## src/rtl/riscv_types.sv

```systemverilog
// Shared FP/integer pipeline types: execute-stage control bus and the FP writeback entry.
package riscv_types;

  typedef struct packed {
    logic [4:0] rd;
    logic       reg_write;
    logic       fp_reg_write;
    logic       mem_to_reg;
  } exe_p_mux_bus_type;

  typedef struct packed {
    logic [31:0]       result;
    exe_p_mux_bus_type bus;
  } fp_wb_entry_t;

endpackage

```

## src/rtl/fp_wb_fifo.sv

```systemverilog
// Single-source synchronous FIFO for FP writeback entries; flush has priority over push/pop.
module fp_wb_fifo
  import riscv_types::*;
#(
  parameter int unsigned Depth = 2
) (
  input  logic         clk,
  input  logic         rst_n,
  input  logic         flush,
  input  logic         push,
  input  logic         pop,
  input  fp_wb_entry_t wdata,
  output logic         full,
  output logic         empty,
  output fp_wb_entry_t head
);

  localparam int unsigned PtrW = $clog2(Depth);

  logic [PtrW-1:0] rd_ptr_q, wr_ptr_q;
  logic [PtrW:0]   count_q, count_d;
  fp_wb_entry_t    mem_q [Depth];
  logic            do_push, do_pop;

  assign full    = (count_q == (PtrW + 1)'(Depth));
  assign empty   = (count_q == '0);
  assign head    = mem_q[rd_ptr_q];
  assign do_push = push && !full;
  assign do_pop  = pop && !empty;

  always_comb begin
    count_d = count_q;
    unique case ({do_push, do_pop})
      2'b10:   count_d = count_q + 1'b1;
      2'b01:   count_d = count_q - 1'b1;
      default: count_d = count_q;
    endcase
  end

  always_ff @(posedge clk or negedge rst_n) begin
    if (!rst_n) begin
      rd_ptr_q <= '0;
      wr_ptr_q <= '0;
      count_q  <= '0;
    end else if (flush) begin
      rd_ptr_q <= '0;
      wr_ptr_q <= '0;
      count_q  <= '0;
    end else begin
      if (do_push) wr_ptr_q <= wr_ptr_q + 1'b1;
      if (do_pop)  rd_ptr_q <= rd_ptr_q + 1'b1;
      count_q <= count_d;
    end
  end

  // Storage needs no reset: empty FIFOs are never presented downstream.
  always_ff @(posedge clk) begin
    if (do_push && !flush) mem_q[wr_ptr_q] <= wdata;
  end

endmodule

```

## src/rtl/fp_wb_arbiter.sv

```systemverilog
// Serialises per-pipeline FP results onto the single writeback port with round-robin arbitration.
module fp_wb_arbiter
  import riscv_types::*;
#(
  parameter int unsigned  NUM_SRC    = 3,
  parameter int unsigned  FIFO_DEPTH = 2,
  localparam int unsigned SRC_W      = $clog2(NUM_SRC)
) (
  input  logic              clk,
  input  logic              rst_n,
  input  logic              flush,
  input  logic [NUM_SRC-1:0] src_valid,
  input  logic [31:0]       src_result [NUM_SRC],
  input  exe_p_mux_bus_type src_bus    [NUM_SRC],
  output logic [NUM_SRC-1:0] src_stall,
  output logic              wb_valid,
  input  logic              wb_ready,
  output logic [31:0]       wb_result,
  output exe_p_mux_bus_type wb_bus,
  output logic [SRC_W-1:0]  wb_src
);

  logic [NUM_SRC-1:0] full, empty, push, pop;
  fp_wb_entry_t       head [NUM_SRC];
  logic [SRC_W-1:0]   rr_q, rr_d, grant_q, grant_d, rr_grant, grant;
  logic               hold_q, hold_d, found;

  for (genvar i = 0; i < NUM_SRC; i++) begin : g_src
    fp_wb_entry_t wdata;
    assign wdata   = '{result: src_result[i], bus: src_bus[i]};
    assign push[i] = src_valid[i] && !full[i];
    assign pop[i]  = wb_valid && wb_ready && (grant == SRC_W'(i));

    fp_wb_fifo #(
      .Depth(FIFO_DEPTH)
    ) u_fifo (
      .clk  (clk),
      .rst_n(rst_n),
      .flush(flush),
      .push (push[i]),
      .pop  (pop[i]),
      .wdata(wdata),
      .full (full[i]),
      .empty(empty[i]),
      .head (head[i])
    );

`ifndef SYNTHESIS
    a_no_push_while_stalled : assert property (@(posedge clk) disable iff (!rst_n)
      !(src_valid[i] && src_stall[i]));
`endif
  end

  assign src_stall = full;
  assign wb_valid  = |(~empty);

  // First non-empty FIFO starting at rr, wrapping modulo NUM_SRC.
  always_comb begin
    found    = 1'b0;
    rr_grant = '0;
    for (int k = 0; k < int'(NUM_SRC); k++) begin
      if (!found && !empty[(int'(rr_q) + k) % int'(NUM_SRC)]) begin
        found    = 1'b1;
        rr_grant = SRC_W'((int'(rr_q) + k) % int'(NUM_SRC));
      end
    end
  end

  // A stalled presentation stays locked to its source until accepted.
  assign grant = hold_q ? grant_q : rr_grant;

  assign wb_result = wb_valid ? head[grant].result : '0;
  assign wb_bus    = wb_valid ? head[grant].bus : '0;
  assign wb_src    = wb_valid ? grant : '0;

  always_comb begin
    rr_d    = rr_q;
    hold_d  = hold_q;
    grant_d = grant_q;
    if (flush) begin
      rr_d    = '0;
      hold_d  = 1'b0;
      grant_d = '0;
    end else if (wb_valid) begin
      if (wb_ready) begin
        rr_d   = (grant == SRC_W'(NUM_SRC - 1)) ? '0 : grant + 1'b1;
        hold_d = 1'b0;
      end else begin
        hold_d  = 1'b1;
        grant_d = grant;
      end
    end
  end

  always_ff @(posedge clk or negedge rst_n) begin
    if (!rst_n) begin
      rr_q    <= '0;
      hold_q  <= 1'b0;
      grant_q <= '0;
    end else begin
      rr_q    <= rr_d;
      hold_q  <= hold_d;
      grant_q <= grant_d;
    end
  end

endmodule

```

## config.mk

```make
export PLATFORM = sky130hd
export DESIGN_NAME = fp_wb_arbiter
export DESIGN_NICKNAME = d
export VERILOG_FILES = /design/src/rtl/riscv_types.sv /design/src/rtl/fp_wb_fifo.sv /design/src/rtl/fp_wb_arbiter.sv
export SDC_FILE = /design/constraint.sdc
export NUM_CORES = 1
export LEC_CHECK = 0
export BUFFER_PORTS_ARGS = -buffer_cell sky130_fd_sc_hd__buf_4
export CORE_UTILIZATION = 45
export DETAILED_ROUTE_END_ITERATION = 10
export PLACE_DENSITY_LB_ADDON = 0.25
export SLEW_MARGIN = 15
export SYNTH_ARGS = -nofsm -noshare
export SYNTH_HDL_FRONTEND = slang
export SYNTH_SLANG_ARGS = --single-unit
```

## constraint.sdc

```tcl
create_clock -name clk -period 4.7 [get_ports clk]
set_input_delay 0.94 -clock clk [delete_from_list [all_inputs] [get_ports clk]]
set_output_delay 0.94 -clock clk [all_outputs]
set_load 0.03 [all_outputs]
```

* Word-level counts from Yosys, hierarchy flattened *
Memories as Yosys holds them, arrays and structs flattened.
Index checks and enable logic that the tools add are counted.

word-level totals
  memories kept = 3
  register bits = 17
  word-level logic and storage cells = 152
  input port bits = 127
  output and inout port bits = 46
  RAM bits = 240

memory list
  memory                 depth  width  rd ports  clocked after Yosys merged registers in  write ports  line              source
  g_src[0].u_fifo.mem_q  2      40     1         0                                        1            fp_wb_fifo.sv:22  fp_wb_entry_t mem_q [Depth];
  g_src[1].u_fifo.mem_q  2      40     1         0                                        1            fp_wb_fifo.sv:22
  g_src[2].u_fifo.mem_q  2      40     1         0                                        1            fp_wb_fifo.sv:22

cells by class
  bitwise operators = 2
  mux-type cells = 55
  div/mod/pow operators = 3
  reductions and logical operators = 46
  equality and inequality tests = 12
  magnitude comparators = 4
  add/sub/neg operators = 15

operator list
  cell                   count
  $lt 32x4->1 const B    3
  $bmux 40 s2            1
  $mux 40                2
  $mod 32x3->32 const B  2
  $mod 3x3->32 const B   1
  $mux 32                1
  $mux 2                 15
  $mux 1                 29
  $logic_and 1x1->1      18
  $reduce_bool 2->1      8
  $eq 2x2->1 const B     7
  $pmux 2 s2             3
  $logic_not 1->1        10
  $reduce_bool 3->1      3
  $add 2x1->2 const B    4
  $eq 2x1->1 const B     4
  $logic_not 2->1        4
  $mux 8                 1
  $add 1x1->1 const B    6
  $bmux 1 s2             3
  $sub 2x1->2 const B    3
  $reduce_and 2->1       2
  $add 2x1->3 const B    1
  $add 2x2->3 const B    1
  5 further kinds        5

* Depth between registers and ports, before layout *
Gate-level depths: netlist of run 1.

  word-level depth = 18
  depth in mapped cells = 10
  mapped depth without buffers = 8

* By module *
Synthesis of run 1 repeated with hierarchy kept, for this count alone.

unflattened totals
  cell total of the unflattened synthesis = 671
  area, all modules = 11249.5 µm²

by module, submodules not included
  module         sequential area each (µm²)  area an instance (µm²)  instances  cells each
  fp_wb_fifo     2502.4                      3109.2                  3          151
  fp_wb_arbiter  125.1                       1921.8                  1          218

* Least setup slack after synthesis of run 1 *
OpenSTA, ideal clock, no wires.

  kind = in2reg
  start = in flush
  end = mem g_src[0].u_fifo.mem_q[1][0] (netlist bit) (enable)
  path slack = -0.109 ns
  setup time = 0.495 ns
  required time = 4.205 ns
  cell stages on the path = 3
  arrival time = 4.313 ns
  path buffers = 2
  cell sequence = clkbuf_1 > clkbuf_1 > nor3b_1

between the ends
  cells in the longest elaborated chain, start to end = 4

ends and longest elaborated chain
  item                          line                 source
  start, declared               fp_wb_arbiter.sv:11  input logic flush,
  $logic_not 1->1               fp_wb_fifo.sv:58     if (do_push && !flush) mem_q[wr_ptr_q] <= wdata;
  $logic_and 1x1->1             fp_wb_fifo.sv:58
  $mux 1                        fp_wb_fifo.sv:58
  $mux 1 (implied by the code)  fp_wb_fifo.sv:58
  end, declared                 fp_wb_fifo.sv:22

No other way between the ends.

* Final worst setup path of run 1 *
  start = reg rr_q[0]
  end = out wb_result[31]

between the ends
  cells in the longest elaborated chain, start to end = 17
  elaborated cells between the ends (all ways) = 30
  those cells by class = add/sub (2); div (3); mux (19); bitwise (1); reduce/logical (5)

ends and longest elaborated chain
  item                                       line                                      source
  start, declared                            fp_wb_arbiter.sv:25                       logic [SRC_W-1:0] rr_q, rr_d, grant_q, grant_d, rr_grant, grant;
  start signal, assigned                     fp_wb_arbiter.sv:101                      rr_q <= rr_d;
  $add 2x1->3                                fp_wb_arbiter.sv:62, fp_wb_arbiter.sv:64
  $mod 32x3->32                              fp_wb_arbiter.sv:62, fp_wb_arbiter.sv:64
  $bmux 1 s2                                 fp_wb_arbiter.sv:62                       if (!found && !empty[(int'(rr_q) + k) % int'(NUM_SRC)]) begin
  $mux 1 (implied by the code) (2 in a row)  fp_wb_arbiter.sv:62
  $logic_not 1->1                            fp_wb_arbiter.sv:62
  $logic_and 1x1->1                          fp_wb_arbiter.sv:62
  $mux 1                                     fp_wb_arbiter.sv:62
  $logic_not 1->1                            fp_wb_arbiter.sv:62
  $logic_and 1x1->1                          fp_wb_arbiter.sv:62
  $mux 2 (*)                                 fp_wb_arbiter.sv:62
  $mux 2 (*)                                 fp_wb_arbiter.sv:70                       assign grant = hold_q ? grant_q : rr_grant;
  $not 2->3 (implied by the code) (*)        fp_wb_arbiter.sv:72                       assign wb_result = wb_valid ? head[grant].result : '0;
  $bmux 40 s2 (*)                            fp_wb_arbiter.sv:72
  $mux 40 (*) (2 in a row)                   n/a
  $mux 32 (*)                                fp_wb_arbiter.sv:72
  end, declared                              fp_wb_arbiter.sv:18                       output logic [31:0] wb_result,

Mark *: on every way between the ends. The rest lies on a longest branch, timed or not. The select of a mux whose other input is x is not followed.

==> results.cfg, run 1 <==
[status]
status = complete, no violations

[timing]
fmax_mhz = 227
fin_ws_ns = 0.289
worst_pin_slew_ns = 1.14
relSlewSlack_pct = 23.9
final-setup-viol-count = 0
hold_viol = 0
fin_crit_sh_pct = 93.8
finalCriticalPeriod_ns = 4.41
drv_slew = 0
finClkSkew_ns = 0.0107
rsz0062_at_grt = false
tns_ns = 0

[synth]
async_flop_share_pct = 6.61
synth_edf_count = 240
ys_types = 54
synth_area_um2 = 10600
synth_area_leaders = edfxtp_1, mux2i_1, mux2_2, dfrtp_1, a21oi_1
yosysTopAreaCellShare_pct = 67.7
avgSynthCellArea_um2 = 15.7
ys_seq_area_share_pct = 71.7
synth_top_area_cell = edfxtp_1
ys_warn_count = 0
ys_ff_latch = 257
syn_inst = 676
synth_ff_type = edfxtp_1
syn_nets = 806

[clock_tree]
ctsHoldBuffers = 0
clk_transition_reported_paths_ns = 0.06
clock-sinks = 257
htreeDepth = 1
clockRootBuffer = clkbuf_16
cts-buffers-inserted = 27
postCtsSetupRepairBufs = 0
cts_tree = done
clockBufferDepth = 3
post_cts_resized = 0
insertion_delay_ns = 0.52

[finish]
stdcell_area_um2 = 13200
drive_above_1_share_pct = 34.4
fill_cells = 1787
fin_cells = 1180
syn2layout_area_growth_pct = 23.9
multiInputGateArea_um2 = 2790
finish.net_count = 976
seqCellArea_um2 = 7640
n_antenna_cell = 0

[power]
p_per_area_nw_per_um2 = 738
finalPower_mw = 9.73
peakVddDrop_v = 0.000541
p_leak_nw = 4.59

[grt]
grt_pass1_wl_um = 37100
grt-busiest-layer = met2
grt_max_degree = 43
grt_use_met2_pct = 34.8
grt_pass1_vias = 6754
grt_overflow = 0
antenna_found_initial = 0
use_met3_pct = 3.64
gr-usage-all-layers_pct = 20.2
grt_use_met1_pct = 26.3

[placed_design]
post-dp-hpwl_um = 16400
pre_cts_ws_ns = 0.680
io_buffers = 172
dp.cells = 1130
gp_congestion = 0.839
place_area_um2 = 12300

[drt]
drcViolationCount = 0
firstDrtPassIters = 5
ant_nets = 0
via_per_inst = 5.48
vias = 6471
wl_um = 24400
drt_iter0_drc = 406
wl_per_cell_um = 20.7

[worst_setup_path]
crit_chain = inv_1 > ha_1 > or3b_1 > o311a_1 > o32ai_4 > buf_4 > nand2_4 > nand3_4 > buf_4 > o22ai_1 > buf_4
crit_buf_inv = 4
path_depth = 11
cp_slowest_cell = or3b_1
rr_worst_depth = 9
critPathKind = reg2out
cp_top_family = buffers and inverters
setup.worst_path.end_class = output port
cp_max_fo = 21
critical-path-max-stage-delay_ns = 0.41
path_common_cell = buf_4
worstPathArrival_ns = 3.47
critPathLaunchType = register
worstPathRequired_ns = 3.76

[floorplanning]
die_area_um2 = 24300
coreArea_um2 = 22900
die_x_um = 156
start_util_pct = 46.4
die_h_um = 156
row_count = 55
boundaryPins = 173

[hold_path]
hold_class = in2async

[flow_run]
drv_cap = 0
-- cell usage after synthesis, types with 4 or more instances --
master    instances
or3_1             4
buf_2            14
mux2_2           39
a31oi_1           5
mux2i_1          81
nor3_1            6
o22ai_1          39
nand2_1          12
inv_1             8
a21oi_1          83
nor2b_1           7
clkbuf_1         29
nor3b_1           4
buf_4             5
o21ai_0           8
dfrtp_1          17
edfxtp_1        240
nor2_1           14
-- routing by layer --
layer	vias up	routed length, µm
li1	2992	-
met1	3199	10000
met2	240	12100
met3	40	1680
met4	0	511
met5	-	0
-- registers in the layout (all words and copies together) (netlist names) --
register and count:
g_src.u_fifo.mem_q 240, g_src.u_fifo.count_q 6, g_src.u_fifo.rd_ptr_q 3, g_src.u_fifo.wr_ptr_q 3
grant_q 2, rr_q 2, hold_q 1
-- final timing paths --
path / to / slack (ns) / from
worst max-delay path: wb_result[31] / 0.29 / rr_q[0]
worst min-delay path: g_src[2].u_fifo.wr_ptr_q / 0.28 / rst_n
worst max register to register: g_src[2].u_fifo.rd_ptr_q / 1.57 / rr_q[0]
worst min register to register: rr_q[0] / 0.55 / rr_q[0]
max in group asynchronous: g_src[0].u_fifo.rd_ptr_q / 4.20 / rst_n
min in group clk: rr_q[0] / 0.55 / rr_q[0]
-- layout make-up --
type / count / share of cell area [%]
Multi-Input combinational cell: 360 / 21.1
Clock inverter: 19 / 1.45
Tap cell: 313 / 2.97
Sequential cell: 257 / 57.9
Timing Repair Buffer: 192 / 11.0
Clock buffer: 31 / 5.24
Inverter: 8 / 0.228
-- placed cells by master, fill, tap and decap left out, types with 4 or more instances in the layout --
master	n
o21ai_0	8
edfxtp_1	240
nand2_1	11
a31oi_1	5
o22ai_1	39
nor2b_1	7
clkbuf_16	27
nor2_1	14
buf_4	191
dfrtp_1	14
or3_1	4
mux2i_1	81
inv_1	8
mux2_2	39
clkbuf_1	4
a21oi_1	83
clkinv_1	5
-- through the flow --
stage	hold slack, ns	utilization, %
after detailed placement	0.542	53.6
after global routing	0.273	57.5
final	0.279	57.5
after global placement	0.542	53.6
after CTS	0.259	57.5
after floorplan	0.517	-
-- cells by family after synthesis --
family | after synthesis | share of synthesized area, %
flops | 257 | 71.7
compound gates | 158 | 8.99
mux | 122 | 12.0
simple gates | 74 | 4.02
buf+inv | 59 | 2.63
xor+xnor | 3 | 0.247
fa+ha+maj | 3 | 0.353
-- power by group --
part | switching [mW] | internal (mW) | leakage, nW
clock network | 0.855 | 1.23 | 0.426
registers | 0.196 | 2.71 | 2.42
logic | 3.07 | 1.67 | 1.74
total | 4.12 | 5.61 | 4.59
Note: power is estimated with default switching activity, not from simulation.
==> inputs of run 2 (changes only) <==
--- a/config.mk
+++ b/config.mk
@@ -7,6 +7,7 @@
 export LEC_CHECK = 0
 export BUFFER_PORTS_ARGS = -buffer_cell sky130_fd_sc_hd__buf_4
 export CORE_UTILIZATION = 45
+export CTS_BUF_LIST = sky130_fd_sc_hd__clkbuf_4
 export DETAILED_ROUTE_END_ITERATION = 10
 export PLACE_DENSITY_LB_ADDON = 0.25
 export SLEW_MARGIN = 15
==> results.cfg, run 2 (synthesis results as in run 1) <==
[status]
status = complete, no violations

[finish]
final_cell_mix = edfxtp_1, buf_4, clkbuf_4, a21oi_1, mux2i_1
fin_cells = 1235
drive_above_1_share_pct = 38.8
regMostFlops = g_src.u_fifo.mem_q
syn2layout_area_growth_pct = 23.0
mostFrequentLayoutCell = edfxtp_1
finish.net_count = 1015
largest_reg_flops = 240
top_regs = g_src.u_fifo.mem_q x240, g_src.u_fifo.count_q x6
post-route-util_pct = 57.1

[timing]
hold_viol = 0
fmax_mhz = 224
rsz0062_at_grt = false
finClkSkew_ns = 0.0205
fin_crit_sh_pct = 94.8
relSlewSlack_pct = 25.7
final-setup-viol-count = 0
worst_pin_slew_ns = 1.11
drv_slew = 0
finalCriticalPeriod_ns = 4.46
tns_ns = 0
fin_ws_ns = 0.244

[placed_design]
post-dp-hpwl_um = 16400
gp_congestion = 0.839
dp.cells = 1130
pre_cts_ws_ns = 0.680
io_buffers = 172

[grt]
grt_max_degree = 43
grt_use_met2_pct = 34.7
grt_pass1_wl_um = 37900
use_met3_pct = 5.69
grt_pass1_vias = 7130
grt_overflow = 0
antenna_found_initial = 1
gr-usage-all-layers_pct = 20.8
grt-busiest-layer = met2
grt_use_met1_pct = 25.5

[worst_setup_path]
setup.worst_path.end_class = output port
reg2reg_slack_ns = 1.55
cp_max_fo = 21
cp-startpoint = rr_q[0]
r2r-end = g_src[2].u_fifo.rd_ptr_q
critPathKind = reg2out
worstPathArrival_ns = 3.52
worstPathRequired_ns = 3.76
rr_worst_depth = 9
critPathLaunchType = register
endpoint = wb_result[31]
rr_startpoint = rr_q[0]

[clock_tree]
htreeDepth = 3
clk_transition_reported_paths_ns = 0.07
insertion_delay_ns = 0.65
ctsHoldBuffers = 0
clockRootBuffer = clkbuf_4
clock-sinks = 257
postCtsSetupRepairBufs = 0
cts-buffers-inserted = 66
post_cts_resized = 2
cts_tree = done
clockBufferDepth = 3

[power]
pwr-share-seq_pct = 30.8
peakVddDrop_v = 0.000560
finalPower_mw = 9.47
switchingPower_mw = 4.11
p_leak_nw = 4.64
p_sw_share_pct = 43.4
p_int_mw = 5.36
p_per_area_nw_per_um2 = 723
clkPwrFrac_pct = 19.1
comb_power_share_pct = 50.2

[floorplanning]
start_util_pct = 46.4
die_area_um2 = 24300
boundaryPins = 173
row_count = 55
die_x_um = 156
coreArea_um2 = 22900
die_h_um = 156

[hold_path]
hold_class = in2async

[drt]
drcViolationCount = 0
firstDrtPassIters = 5
vias = 6727
ant_nets = 0
drt_iter0_drc = 436
wl_um = 24900
wl_per_cell_um = 20.2
via_per_inst = 5.45

[flow_run]
drv_cap = 0
[run 2: cell count changes in the layout (fill, tap and decap cells not counted), moves of 3 or more]
cell | before | now
clkbuf_1 | 4 | 0
clkbuf_16 | 27 | 0
inv_6 | 3 | 0
clkbuf_4 | 0 | 95
inv_2 | 0 | 3
clkinv_2 | 3 | 0
clkinv_4 | 3 | 0
[run 2: layout make-up]
| cell class | instances | area, µm² |
|---|---|---|
| clock inverter | 9 | 63.8 |
| inverter | 8 | 30.0 |
| sequential | 257 | 7640 |
| multi-input combinational | 360 | 2790 |
| antenna | 1 | 2.50 |
| timing repair buffer | 192 | 1460 |
| clock buffer | 95 | 713 |
| tap | 313 | 392 |
| fill | 1841 | 9830 |
[run 2: through the flow]
step | area [µm²] | hold WS (ns)
floorplan | 10600 | 0.517
global placement | 12300 | 0.542
detailed placement | 12300 | 0.542
CTS | 13100 | 0.114
global route | 13100 | 0.137
finish | 13100 | 0.157
[run 2: worst min path at each step]
| stage | startpoint | to | cells past startpoint |
|---|---|---|---|
| 2_1_floorplan | grant_q[0] | grant_q[0] | 2 |
| 6_report | rst_n | grant_q[0] | 1 |
| 4_1_cts | rst_n | grant_q[0] | 1 |
| 3_5_place_dp | rr_q[0] | rr_q[0] | 2 |
| 5_1_grt | rst_n | grant_q[0] | 1 |
| 3_3_place_gp | rr_q[0] | rr_q[0] | 2 |
[run 2: power groups by stage]
| stage | Clock (mW) | Combinational, mW | Sequential [mW] |
|---|---|---|---|
| 6_report | 1.80 | 4.75 | 2.91 |
| 3_3_place_gp | 0 | 4.63 | 2.94 |
| 4_1_cts | 1.87 | 4.75 | 2.91 |
| 2_1_floorplan | 0 | 3.27 | 2.82 |
| 5_1_grt | 1.97 | 5.04 | 2.94 |
| 3_5_place_dp | 0 | 4.72 | 2.96 |
[run 2: routing by layer]
metal,vias up,wire length [µm]
met2,305,12200
met3,59,1890
met5,-,0
met4,0,728
met1,3266,10100
li1,3097,-
[run 2: critical path, stage by stage, from the launching register on]
cell and delay [ns]:
dfrtp_1 0.40, inv_1 0.09, ha_1 0.32, or3b_1 0.41, o311a_1 0.15, o32ai_4 0.15, buf_4 0.33, nand2_4 0.15
nand3_4 0.29, buf_6 0.27, o22ai_1 0.12, buf_4 0.19
